**src/rtl/mux_4x1_tdm.sv**
```systemverilog
// mux_4x1_tdm: four-channel round-robin time-division multiplexer.
// Ports: clk, rst (sync, active-high); i0..i3/v0..v3/r0..r3 channel
//   handshakes; Y, s0 (select MSB), s1 (select LSB), Y_valid registered out.
module mux_4x1_tdm #(
    parameter int WIDTH = 1
) (
    input  logic             clk,
    input  logic             rst,
    input  logic [WIDTH-1:0] i0,
    input  logic [WIDTH-1:0] i1,
    input  logic [WIDTH-1:0] i2,
    input  logic [WIDTH-1:0] i3,
    input  logic             v0,
    input  logic             v1,
    input  logic             v2,
    input  logic             v3,
    output logic             r0,
    output logic             r1,
    output logic             r2,
    output logic             r3,
    output logic [WIDTH-1:0] Y,
    output logic             s0,
    output logic             s1,
    output logic             Y_valid
);

    logic [WIDTH-1:0] in_w [4];
    logic [3:0]       v_w;

    logic [WIDTH-1:0] h_q [4];
    logic [WIDTH-1:0] h_d [4];
    logic [3:0]       f_q, f_d;
    logic [1:0]       ptr_q, ptr_d;
    logic [1:0]       sel_q, sel_d;
    logic [WIDTH-1:0] y_q, y_d;
    logic             yv_q, yv_d;

    logic             grant;
    logic [1:0]       win;
    logic [1:0]       cand;
    logic [3:0]       cap;

    assign in_w[0] = i0;
    assign in_w[1] = i1;
    assign in_w[2] = i2;
    assign in_w[3] = i3;
    assign v_w     = {v3, v2, v1, v0};

    // A channel is ready exactly when its holding register is empty.
    assign r0 = ~f_q[0];
    assign r1 = ~f_q[1];
    assign r2 = ~f_q[2];
    assign r3 = ~f_q[3];

    assign Y       = y_q;
    assign s0      = sel_q[1];
    assign s1      = sel_q[0];
    assign Y_valid = yv_q;

    // Round-robin search starting just after the last served channel;
    // offset 4 wraps back to ptr itself so a lone full channel still wins.
    always_comb begin
        grant = 1'b0;
        win   = ptr_q;
        cand  = ptr_q;
        for (int j = 1; j <= 4; j++) begin
            cand = ptr_q + 2'(j);
            if (!grant && f_q[cand]) begin
                grant = 1'b1;
                win   = cand;
            end
        end
    end

    always_comb begin
        y_d   = y_q;
        sel_d = sel_q;
        ptr_d = ptr_q;
        yv_d  = grant;
        cap   = v_w & ~f_q;
        f_d   = f_q;
        for (int k = 0; k < 4; k++) begin
            h_d[k] = h_q[k];
        end
        if (grant) begin
            y_d   = h_q[win];
            sel_d = win;
            ptr_d = win;
        end
        // Capture only into empty slots, so it never collides with the
        // grant-clear of the same channel at one edge.
        for (int k = 0; k < 4; k++) begin
            if (cap[k]) begin
                f_d[k] = 1'b1;
                h_d[k] = in_w[k];
            end else if (grant && win == 2'(k)) begin
                f_d[k] = 1'b0;
            end
        end
    end

    always_ff @(posedge clk) begin
        if (rst) begin
            f_q   <= '0;
            ptr_q <= 2'd3;
            sel_q <= '0;
            y_q   <= '0;
            yv_q  <= 1'b0;
        end else begin
            f_q   <= f_d;
            ptr_q <= ptr_d;
            sel_q <= sel_d;
            y_q   <= y_d;
            yv_q  <= yv_d;
        end
    end

    // Held data needs no reset: it is only read while its full flag is set.
    always_ff @(posedge clk) begin
        for (int k = 0; k < 4; k++) begin
            h_q[k] <= h_d[k];
        end
    end

endmodule

```
**config.mk**
```make
export PLATFORM = sky130hd
export DESIGN_NAME = mux_4x1_tdm
export DESIGN_NICKNAME = d
export VERILOG_FILES = /design/src/rtl/mux_4x1_tdm.sv
export SDC_FILE = /design/constraint.sdc
export NUM_CORES = 1
export LEC_CHECK = 0
export ABC_AREA = 1
export BUFFER_PORTS_ARGS = -buffer_cell sky130_fd_sc_hd__buf_2
export CAP_MARGIN = 20
export CORE_ASPECT_RATIO = 1.25
export CORE_UTILIZATION = 38
export CTS_BUF_LIST = sky130_fd_sc_hd__clkbuf_4
export CTS_CLUSTER_DIAMETER = 60
export DETAILED_ROUTE_END_ITERATION = 12
export GPL_TIMING_DRIVEN = 0
export MAX_ROUTING_LAYER = met4
export PLACE_DENSITY = 0.71
export SYNTH_ARGS = -nofsm -noshare
export SYNTH_HDL_FRONTEND = slang
export SYNTH_SLANG_ARGS = --single-unit
export TNS_END_PERCENT = 50
```
**constraint.sdc**
```tcl
create_clock -name clk -period 1.4 [get_ports clk]
set_clock_uncertainty 0.1 [all_clocks]
set_input_delay 0.35 -clock clk [delete_from_list [all_inputs] [get_ports clk]]
set_output_delay 0.35 -clock clk [all_outputs]
set_load 0.05 [all_outputs]
```
# --- Word-level counts from Yosys, hierarchy flattened ---
# Memories as Yosys holds them, arrays and structs flattened. A register that Yosys moved wholly into a read port is not among the register bits.
# Cells that the tools add are included.
totals:
  ff_bits: 9
  mem_bits_rw: 4
  output_inout_bits: 8
  word_cells: 71
  mem_count: 1
classes:
  addsub: 3
  n_lt_le_gt_ge: 4
  n_eq_ne: 7
  muxes: 28
  bitwise_logic: 6
  n_reduce_logical: 15
mem_list:
  columns: ["memory", "depth", "word_bits", "rd", "rd_ports_with_merged_regs", "wr", "line_no", "text"]
  rows:
  - ["h_q", 4, 1, 1, 1, 4, "30", "logic [WIDTH-1:0] h_q [4];"]
op_table:
  columns: ["operator", "count"]
  rows:
  - ["$mux W1", 20]
  - ["$lt A2 B3 Y1 const B", 4]
  - ["$bmux W1 S2", 4]
  - ["$mux W2", 4]
  - ["$reduce_bool A2 Y1", 4]
  - ["$logic_and A1 B1 Y1", 7]
  - ["$add A2 B2 Y2 const B", 2]
  - ["$and A4 B4 Y4", 1]
  - ["$eq A2 B2 Y1 const B", 2]
  - ["$ne A1 B1 Y1 const B", 4]
  - ["$not A1 Y1", 4]
  - ["$not A4 Y4", 1]
  - ["$logic_not A1 Y1", 3]
  - ["$add A2 B1 Y2 const B", 1]
  - ["$eq A2 B1 Y1 const B", 1]
  - ["$logic_not A2 Y1", 1]

# --- Longest topological paths before layout ---
# Gate-level depths: netlist of run 1.
depth:
  word_depth: 17
  depth_mapped: 13
  mapped_depth_nobuf: 13

# --- Least setup slack after synthesis of run 1 ---
# No wires, ideal clock.
synth_timing:
  kind: "register -> register"
  startpoint: "register f_q[1]"
  endpoint: "register y_q (netlist: Y), read port of h_q"
  setup_ns: 0.114
  arrival_ns: 1.497
  setup_slack_ns: -0.311
  path_stages_with_launch: 13
  path_cell_list: "dfxtp_1 inv_1 nand2_1 nand3_1 nand2_4 nor2_8 nand2_4 nor2_8 inv_2 nand2_1 inv_1 nand3_1 nand2_1"
synth_between:
  elab_chain_cells: 12
synth_lines:
  columns: ["element", "line_no", "text"]
  rows:
  - ["start, declared", "32", "logic [3:0] f_q, f_d;"]
  - ["start signal, assigned", "104", "f_q <= '0;"]
  - ["start signal, assigned", "110", "f_q <= f_d;"]
  - ["$bmux W1 S2", "68", "if (!grant && f_q[cand]) begin"]
  - ["$mux W1 (implied by the code)", "68", null]
  - ["$mux W1", "68", null]
  - ["$logic_not A1 Y1", "68", null]
  - ["$logic_and A1 B1 Y1", "68", null]
  - ["$mux W1", "68", null]
  - ["$logic_not A1 Y1", "68", null]
  - ["$logic_and A1 B1 Y1", "68", null]
  - ["$mux W1", "68", null]
  - ["$logic_not A1 Y1", "68", null]
  - ["$logic_and A1 B1 Y1", "68", null]
  - ["$mux W2 or $mux W1 (tied branches)", "68", null]
  - ["end, declared", "35", "logic [WIDTH-1:0] y_q, y_d;"]
# Several ways; a longest one is shown, not always the timed one. The select of a mux whose other input is x is not followed.
# A chain may end at the register's enable or synchronous reset.

# --- Worst setup path after layout of run 1 ---
layout_timing:
  startpoint: "register ptr_q[0]"
  endpoint: "register f_q[2]"
layout_between:
  elab_chain_cells: 16
layout_lines:
  columns: ["element", "line_no", "text"]
  rows:
  - ["start, declared", "33", "logic [1:0] ptr_q, ptr_d;"]
  - ["start signal, assigned", "111", "ptr_q <= ptr_d;"]
  - ["$add A2 B1 Y2", "67", "cand = ptr_q + 2'(j);"]
  - ["$bmux W1 S2", "68", null]
  - ["$mux W1 (implied by the code)", "68", null]
  - ["$mux W1", "68", null]
  - ["$logic_not A1 Y1", "68", null]
  - ["$logic_and A1 B1 Y1", "68", null]
  - ["$mux W1", "68", null]
  - ["$logic_not A1 Y1", "68", null]
  - ["$logic_and A1 B1 Y1", "68", null]
  - ["$mux W1", "68", null]
  - ["$logic_not A1 Y1", "68", null]
  - ["$logic_and A1 B1 Y1", "68", null]
  - ["$mux W2", "68", null]
  - ["$eq A2 B2 Y1", "96", "end else if (grant && win == 2'(k)) begin"]
  - ["$logic_and A1 B1 Y1 (*)", "96", null]
  - ["$reduce_bool A2 Y1 (no line) (*)", null, null]
# Mark *: on every way between the ends. The rest lies on a longest branch, timed or not. The select of a mux whose other input is x is not followed.

==> flow_metrics.env, run 1 <==
export IMPL_failed_checks="setup timing"
export IMPL_grt_remaining_overflow=0
export IMPL_rsz0062_at_grt="true"
export IMPL_p_leak_uw=0.0006305
export IMPL_syn_inst=125
export IMPL_cp_max_fo=8
export IMPL_dieArea_sq_um=2619
export IMPL_die_h_microns=56.97
export IMPL_path_class="reg2reg"
export IMPL_post_route_period_util_pct=119.1
export IMPL_syn_cell_area_sq_um=918.4
export IMPL_p_total_uw=3392
export IMPL_num_fill_cells=197
export IMPL_via_count=873
export IMPL_critPathCaptureType="flop"
export IMPL_grt_max_degree=11
export IMPL_antenna_found_initial=0
export IMPL_synth_edf_count=4
export IMPL_pwr_share_seq_pct=19.4
export IMPL_dr_pass1_iters=4
export IMPL_wl_microns=2118
export IMPL_drtIter0Drc=14
export IMPL_cts_tree="yes"
export IMPL_clkPwrFrac_pct=6.5
export IMPL_routedWlPerCell_microns=11.51
export IMPL_fin_hold_ws_ps=151.4
export IMPL_p_switching_uw=1821
export IMPL_hold_viol=0
export IMPL_setup_ws_ps=-267.5
export IMPL_worstPathArrival_ps=1730
export IMPL_synth_seq_cells=14
export IMPL_cts_max_level=1
export IMPL_cts_buffers_inserted=3
export IMPL_clock_latency_ps=270
export IMPL_synthArstFlopShare_pct=0
export IMPL_min_path_type="in2reg"
export IMPL_start_util_pct=41.10
export IMPL_grt_usage_pct=18.45
export IMPL_areaGrowthSynthToFinish_pct=44.41
export IMPL_swShare_pct=53.70
export IMPL_syn_mean_instance_area_sq_um=7.347
export IMPL_yosysWarnings=0
export IMPL_preCtsSetupSlack_ps=-326.6
export IMPL_fin_crit_ps=1668
export IMPL_die_width_microns=45.97
export IMPL_grt_pass1_vias=883
export IMPL_routabilityCongestion=0.8387
export IMPL_num_rows=19
export IMPL_pwr_share_comb_pct=74.2
export IMPL_io_pins=18
export IMPL_dp_hpwl_microns=1559
export IMPL_setup_viol=11
export IMPL_worst_setup_path_start_kind="flop"
export IMPL_port_buffers=17
export IMPL_ys_flop_type="dfxtp_1"
export IMPL_maxCapViolations=0
export IMPL_clk_pin_slew_ps=80
export IMPL_p_int_uw=1571
export IMPL_final_max_slew_viol_count=0
export IMPL_layout_nets=164
export IMPL_cts_sinks=14
export IMPL_timing_slew_headroom_pct=83.66
export IMPL_crit_required_ps=1460
export IMPL_ant_nets=0
export IMPL_cts_hold_buf=0
export IMPL_status="finished with violations"
export IMPL_diodes=0
export IMPL_synth_nets=135
export IMPL_synth_distinct_cells=20
export IMPL_post_route_drc_count=0
export IMPL_vdd_drop_max_v=0.001558
export IMPL_layout_drive_gt1_share_pct=57.52
export IMPL_tightest_slew_ps=246.8
export IMPL_clock_root_buffer="clkbuf_4"
export IMPL_ctsLongestPathBuffers=2
export IMPL_core_area_sq_um=2235
export IMPL_grt_pass1_wl_microns=3588
export IMPL_ys_seq_area_share_pct=34.88
export IMPL_synth_top_area_cell="dfxtp_1"
export IMPL_synth_top_cell_area_share_pct=21.80
export IMPL_vias_per_cell=4.745
export IMPL_synth_area_leaders="dfxtp_1 (22%), nand2_1 (19%), edfxtp_1 (13%)"
export IMPL_p_per_area_nw_per_um2=2557
export IMPL_fmax_mhz=599.7
-- per-stage QoR --
step | instances | instance area, sq um | util [%] | TNS [ps]
after detailed placement | 173 | 1081 | 48.38 | -2303
after global placement | 173 | 1081 | 48.38 | -2089
after floorplan | 125 | 957.2 | - | -1232
after global routing | 184 | 1326 | 59.35 | -3046
final | 184 | 1326 | 59.35 | -2158
after CTS | 183 | 1264 | 56.55 | -1885
-- timing repair --
item | CTS | global route
resized for setup | 33 | 15
setup buffers | 6 | 1
endpoints found under the setup margin | 12 | 13
pin swaps | 16 | 13
-- synth_stat cells (2+ instances only) --
cell type,count
dfxtp_1,10
nand2_4,5
nor2_2,2
edfxtp_1,4
inv_2,5
nand3_1,16
nand2_1,47
a21oi_1,4
nor2_1,2
nand2_2,10
nor2_8,2
inv_1,10
-- cell usage in the layout, fill, tap and decap left out --
| cell | synthesis | routed |
|---|---|---|
| nand2_1 | 47 | 35 |
| nand2_4 | 5 | 17 |
| buf_2 | 0 | 13 |
| nand2_2 | 10 | 10 |
| nand3_1 | 16 | 10 |
| buf_4 | 0 | 9 |
| inv_1 | 10 | 7 |
| nand3_2 | 0 | 6 |
| dfxtp_1 | 10 | 4 |
| inv_2 | 5 | 4 |
| clkbuf_4 | 0 | 4 |
| edfxtp_1 | 4 | 4 |
| dfxtp_2 | 0 | 3 |
| dfxtp_4 | 0 | 3 |
| clkinvlp_4 | 0 | 2 |
| inv_4 | 1 | 2 |
| nor2_8 | 2 | 2 |
| o21ai_2 | 1 | 2 |
| nor2_4 | 0 | 2 |
| a21oi_2 | 0 | 2 |
| a21oi_1 | 4 | 2 |
| buf_12 | 0 | 1 |
| nand2_8 | 1 | 1 |
| inv_6 | 0 | 1 |
| nand3_4 | 1 | 1 |
| nor2_1 | 2 | 1 |
| a31oi_4 | 0 | 1 |
| nor2_2 | 2 | 1 |
| o21ai_0 | 1 | 1 |
| clkinv_1 | 0 | 1 |
| buf_6 | 1 | 1 |
-- cell type report --
type	count	area (sq um)	share of cell area [%]
Multi-Input combinational cell	94	676.9	51.04
Sequential cell	14	335.3	25.28
Timing Repair Buffer	24	151.4	11.42
Inverter	16	77.57	5.849
Tap cell	31	38.79	2.925
Clock buffer	3	22.52	1.698
Buffer	1	20.02	1.509
Clock inverter	1	3.754	0.2830
-- worst max-delay path, cell delays in order, from the launching register on --
cell	delay, ps
dfxtp_4	370
buf_12	150
nand2_4	60
nand2_4	60
nand2_4	110
nand2_8	90
inv_6	70
nand3_4	100
nand2_4	90
nand2_4	50
nor2_4	120
nand2_1	60
nand2_1	70
a21oi_2	50
-- path summary, 6_finish.rpt --
kind | startpoint | to | slack (ps) | depth (start not counted)
max | ptr_q[0] | f_q[2] | -270 | 13
min | i1 | h_q[1] | 150 | 1
max reg2reg | ptr_q[0] | f_q[2] | -270 | 13
min reg2reg | Y | Y | 380 | 2
-- per-layer routing --
layer / routed length [microns] / track usage, %
met1: 787 / 20.64
met5: 0 / -
met4: 29 / 4.622
met2: 1258 / 33.80
met3: 43 / 1.266
-- sequential cells by signal, summed over array words and instances, names as in the netlist --
signal and count:
Y 1, Y_valid 1, f_q 4, h_q 4, ptr_q 2, sel_q 2
-- power groups by stage --
stage	sequential [uW]	combinational (uW)	clock, uW
floorplan	787	1470	0
global placement	624	1930	0
detailed placement	632	1960	0
CTS	646	2310	228
global route	672	2700	246
finish	656	2520	220
-- logic make-up (layout without fill, tap and decap cells) --
| logic type | Yosys count | after routing | share of synthesized area (%) |
|---|---|---|---|
| AND/OR/NAND/NOR | 86 | 86 | 51.50 |
| buffers and inverters | 17 | 45 | 8.039 |
| flip-flops | 14 | 14 | 34.88 |
| AO/OA/AOI/OAI | 8 | 8 | 5.585 |
No activity file was read; power rests on OpenSTA's default activity.
==> run 2, diff against run 1 <==
--- a/config.mk
+++ b/config.mk
@@ -18,2 +18,3 @@
 export PLACE_DENSITY = 0.71
+export SLEW_MARGIN = 5
 export SYNTH_ARGS = -nofsm -noshare
==> constraint.sdc (replaced) <==
create_clock -name clk -period 1.4 [get_ports clk]
set_clock_uncertainty 0.1 [all_clocks]
set_input_delay 0.07 -clock clk [delete_from_list [all_inputs] [get_ports clk]]
set_output_delay 0.07 -clock clk [all_outputs]
set_load 0.05 [all_outputs]
==> run 2 against run 1 <==
Critical path depth fell by 1. Non-clock buffer count rose by 9. Cell area rose by 5.2%. Largest cell class unchanged. Combinational power barely moved. Power barely moved. Critical endpoint unchanged. Maximum frequency fell by 0.38%. The run still ends with setup timing left. Clock power barely moved. Global-route usage rose by 1.4 points. Die area did not move. Sequential power fell by 0.6%.
==> flow_metrics.env, run 2 (same netlist as run 1, synthesis figures left out) <==
export IMPL_failed_checks="setup timing"
export IMPL_status="finished with violations"
export IMPL_cts_buffers_inserted=3
export IMPL_layout_drive_gt1_share_pct=52.47
export IMPL_grt_pass1_wl_microns=3808
export IMPL_final_max_slew_viol_count=0
export IMPL_fmax_mhz=597.4
export IMPL_cp_max_fo=8
export IMPL_clock_root_buffer="clkbuf_4"
export IMPL_maxCapViolations=0
export IMPL_timing_slew_headroom_pct=83.32
export IMPL_die_width_microns=45.97
export IMPL_min_path_type="reg2reg"
export IMPL_dieArea_sq_um=2619
export IMPL_clk_pin_slew_ps=80
export IMPL_grt_remaining_overflow=0
export IMPL_via_count=915
export IMPL_path_class="reg2reg"
export IMPL_tightest_slew_ps=251.9
export IMPL_p_per_area_nw_per_um2=2430
export IMPL_grt_pass1_vias=944
export IMPL_vdd_drop_max_v=0.001559
export IMPL_routabilityCongestion=0.8387
export IMPL_dr_pass1_iters=4
export IMPL_ant_nets=0
export IMPL_diodes=0
export IMPL_setup_viol=10
export IMPL_drtIter0Drc=15
export IMPL_vias_per_cell=4.741
export IMPL_cts_sinks=14
export IMPL_num_rows=19
export IMPL_clock_latency_ps=270
export IMPL_final_cells=193
export IMPL_routedWlPerCell_microns=11.82
export IMPL_num_fill_cells=185
export IMPL_setup_ws_ps=-274.0
export IMPL_cts_tree="yes"
export IMPL_final_cell_mix="nand2_1 (35), nand2_4 (17), buf_2 (17)"
export IMPL_start_util_pct=41.10
export IMPL_grt_max_degree=11
export IMPL_layout_commonest_cell="nand2_1"
export IMPL_fin_crit_ps=1674
export IMPL_worstPathArrival_ps=1770
export IMPL_core_area_sq_um=2235
export IMPL_post_route_drc_count=0
export IMPL_antenna_found_initial=0
export IMPL_largestRegisters="f_q x4, h_q x4"
export IMPL_wl_microns=2282
export IMPL_io_pins=18
export IMPL_fin_area_sq_um=1395
export IMPL_hold_viol=0
export IMPL_crit_required_ps=1500
export IMPL_ctsLongestPathBuffers=2
export IMPL_place_inst=173
export IMPL_die_h_microns=56.97
export IMPL_p_total_uw=3389
export IMPL_finalSetupTns_ps=-2090
export IMPL_cts_max_level=1
export IMPL_dpl_instance_area_sq_um=1081
export IMPL_dp_hpwl_microns=1559
export IMPL_post_route_period_util_pct=119.6
export IMPL_p_leak_uw=0.0006643
export IMPL_critPathCaptureType="flop"
export IMPL_port_buffers=17
export IMPL_layout_nets=173
export IMPL_rsz0062_at_grt="true"
export IMPL_areaGrowthSynthToFinish_pct=51.91
export IMPL_grt_usage_pct=19.81
export IMPL_worst_setup_path_start_kind="flop"
==> run 2: cell types whose count changed in the layout (fill, tap and decap cells not counted) <==
cell	change
dfxtp_2	-1
buf_6	-1
dlygate4sd3_1	+9
buf_2	+4
dfxtp_4	-1
dfxtp_1	+2
buf_4	-2
a21oi_2	-2
nand3_2	+1
clkbuf_4	-1
a21oi_1	+2
nand3_1	-1
==> run 2: through the flow <==
stage / utilization, % / setup WS, ps / hold WS (ps)
6_report: 62.43 / -274.0 / 375.3
5_1_grt: 62.43 / -371.0 / 405.5
4_1_cts: 59.91 / -254.7 / 372.9
3_5_place_dp: 48.38 / -326.6 / 148.1
3_3_place_gp: 48.38 / -326.3 / 147.8
2_1_floorplan: - / -195.3 / 31.65
==> run 2: cell type report <==
class,count,area [sq um],area share [%]
clock inverter,1,3.754,0.2691
multi-input combinational,94,674.4,48.34
sequential,14,330.3,23.68
buffer,1,20.02,1.435
inverter,16,77.57,5.561
clock buffer,3,22.52,1.614
timing repair buffer,33,227.7,16.32
tap,31,38.79,2.780
==> run 2: timing repair <==
item	4_1_cts	5_1_grt
hold buffers	9	0
gates resized for setup	27	12
pin swaps	15	15
setup buffers	6	1
setup endpoints to repair	10	10
endpoints found under the hold margin	8	0
==> run 2: worst max-delay path, cell delays in order (launching register included) <==
cell and delay, ps:
dfxtp_4 370, buf_12 150, nand2_4 60, nand2_4 60
nand2_4 110, nand2_8 90, inv_6 70, nand3_4 100
nand3_1 130, nand2_2 90, nand2_1 80, nand2_1 50
a21oi_1 150
==> run 2: power breakdown <==
group | switching [uW] | internal, uW | total (uW) | leakage, uW
clock | 120 | 103 | 223 | 0.0000154
combinational | 1600 | 916 | 2510 | 0.000527
sequential | 107 | 545 | 652 | 0.000122
==> run 2: path summary, 6_finish.rpt <==
check | startpoint | to | slack [ps] | cells after the start
worst max-delay path | ptr_q[0] | f_q[2] | -270 | 12
worst min-delay path | Y | Y | 380 | 2
worst max register to register | ptr_q[0] | f_q[2] | -270 | 12
worst min register to register | Y | Y | 380 | 2
==> run 2: per-layer routing <==
layer  up-vias  share of wire, %  global-route usage (%)
li1        467                 -                       -
met3         6               1.9                   1.266
met1       426                35                   21.24
met2        16                61                   37.42
met5         -                 0                       -
met4         0               1.5                   4.622
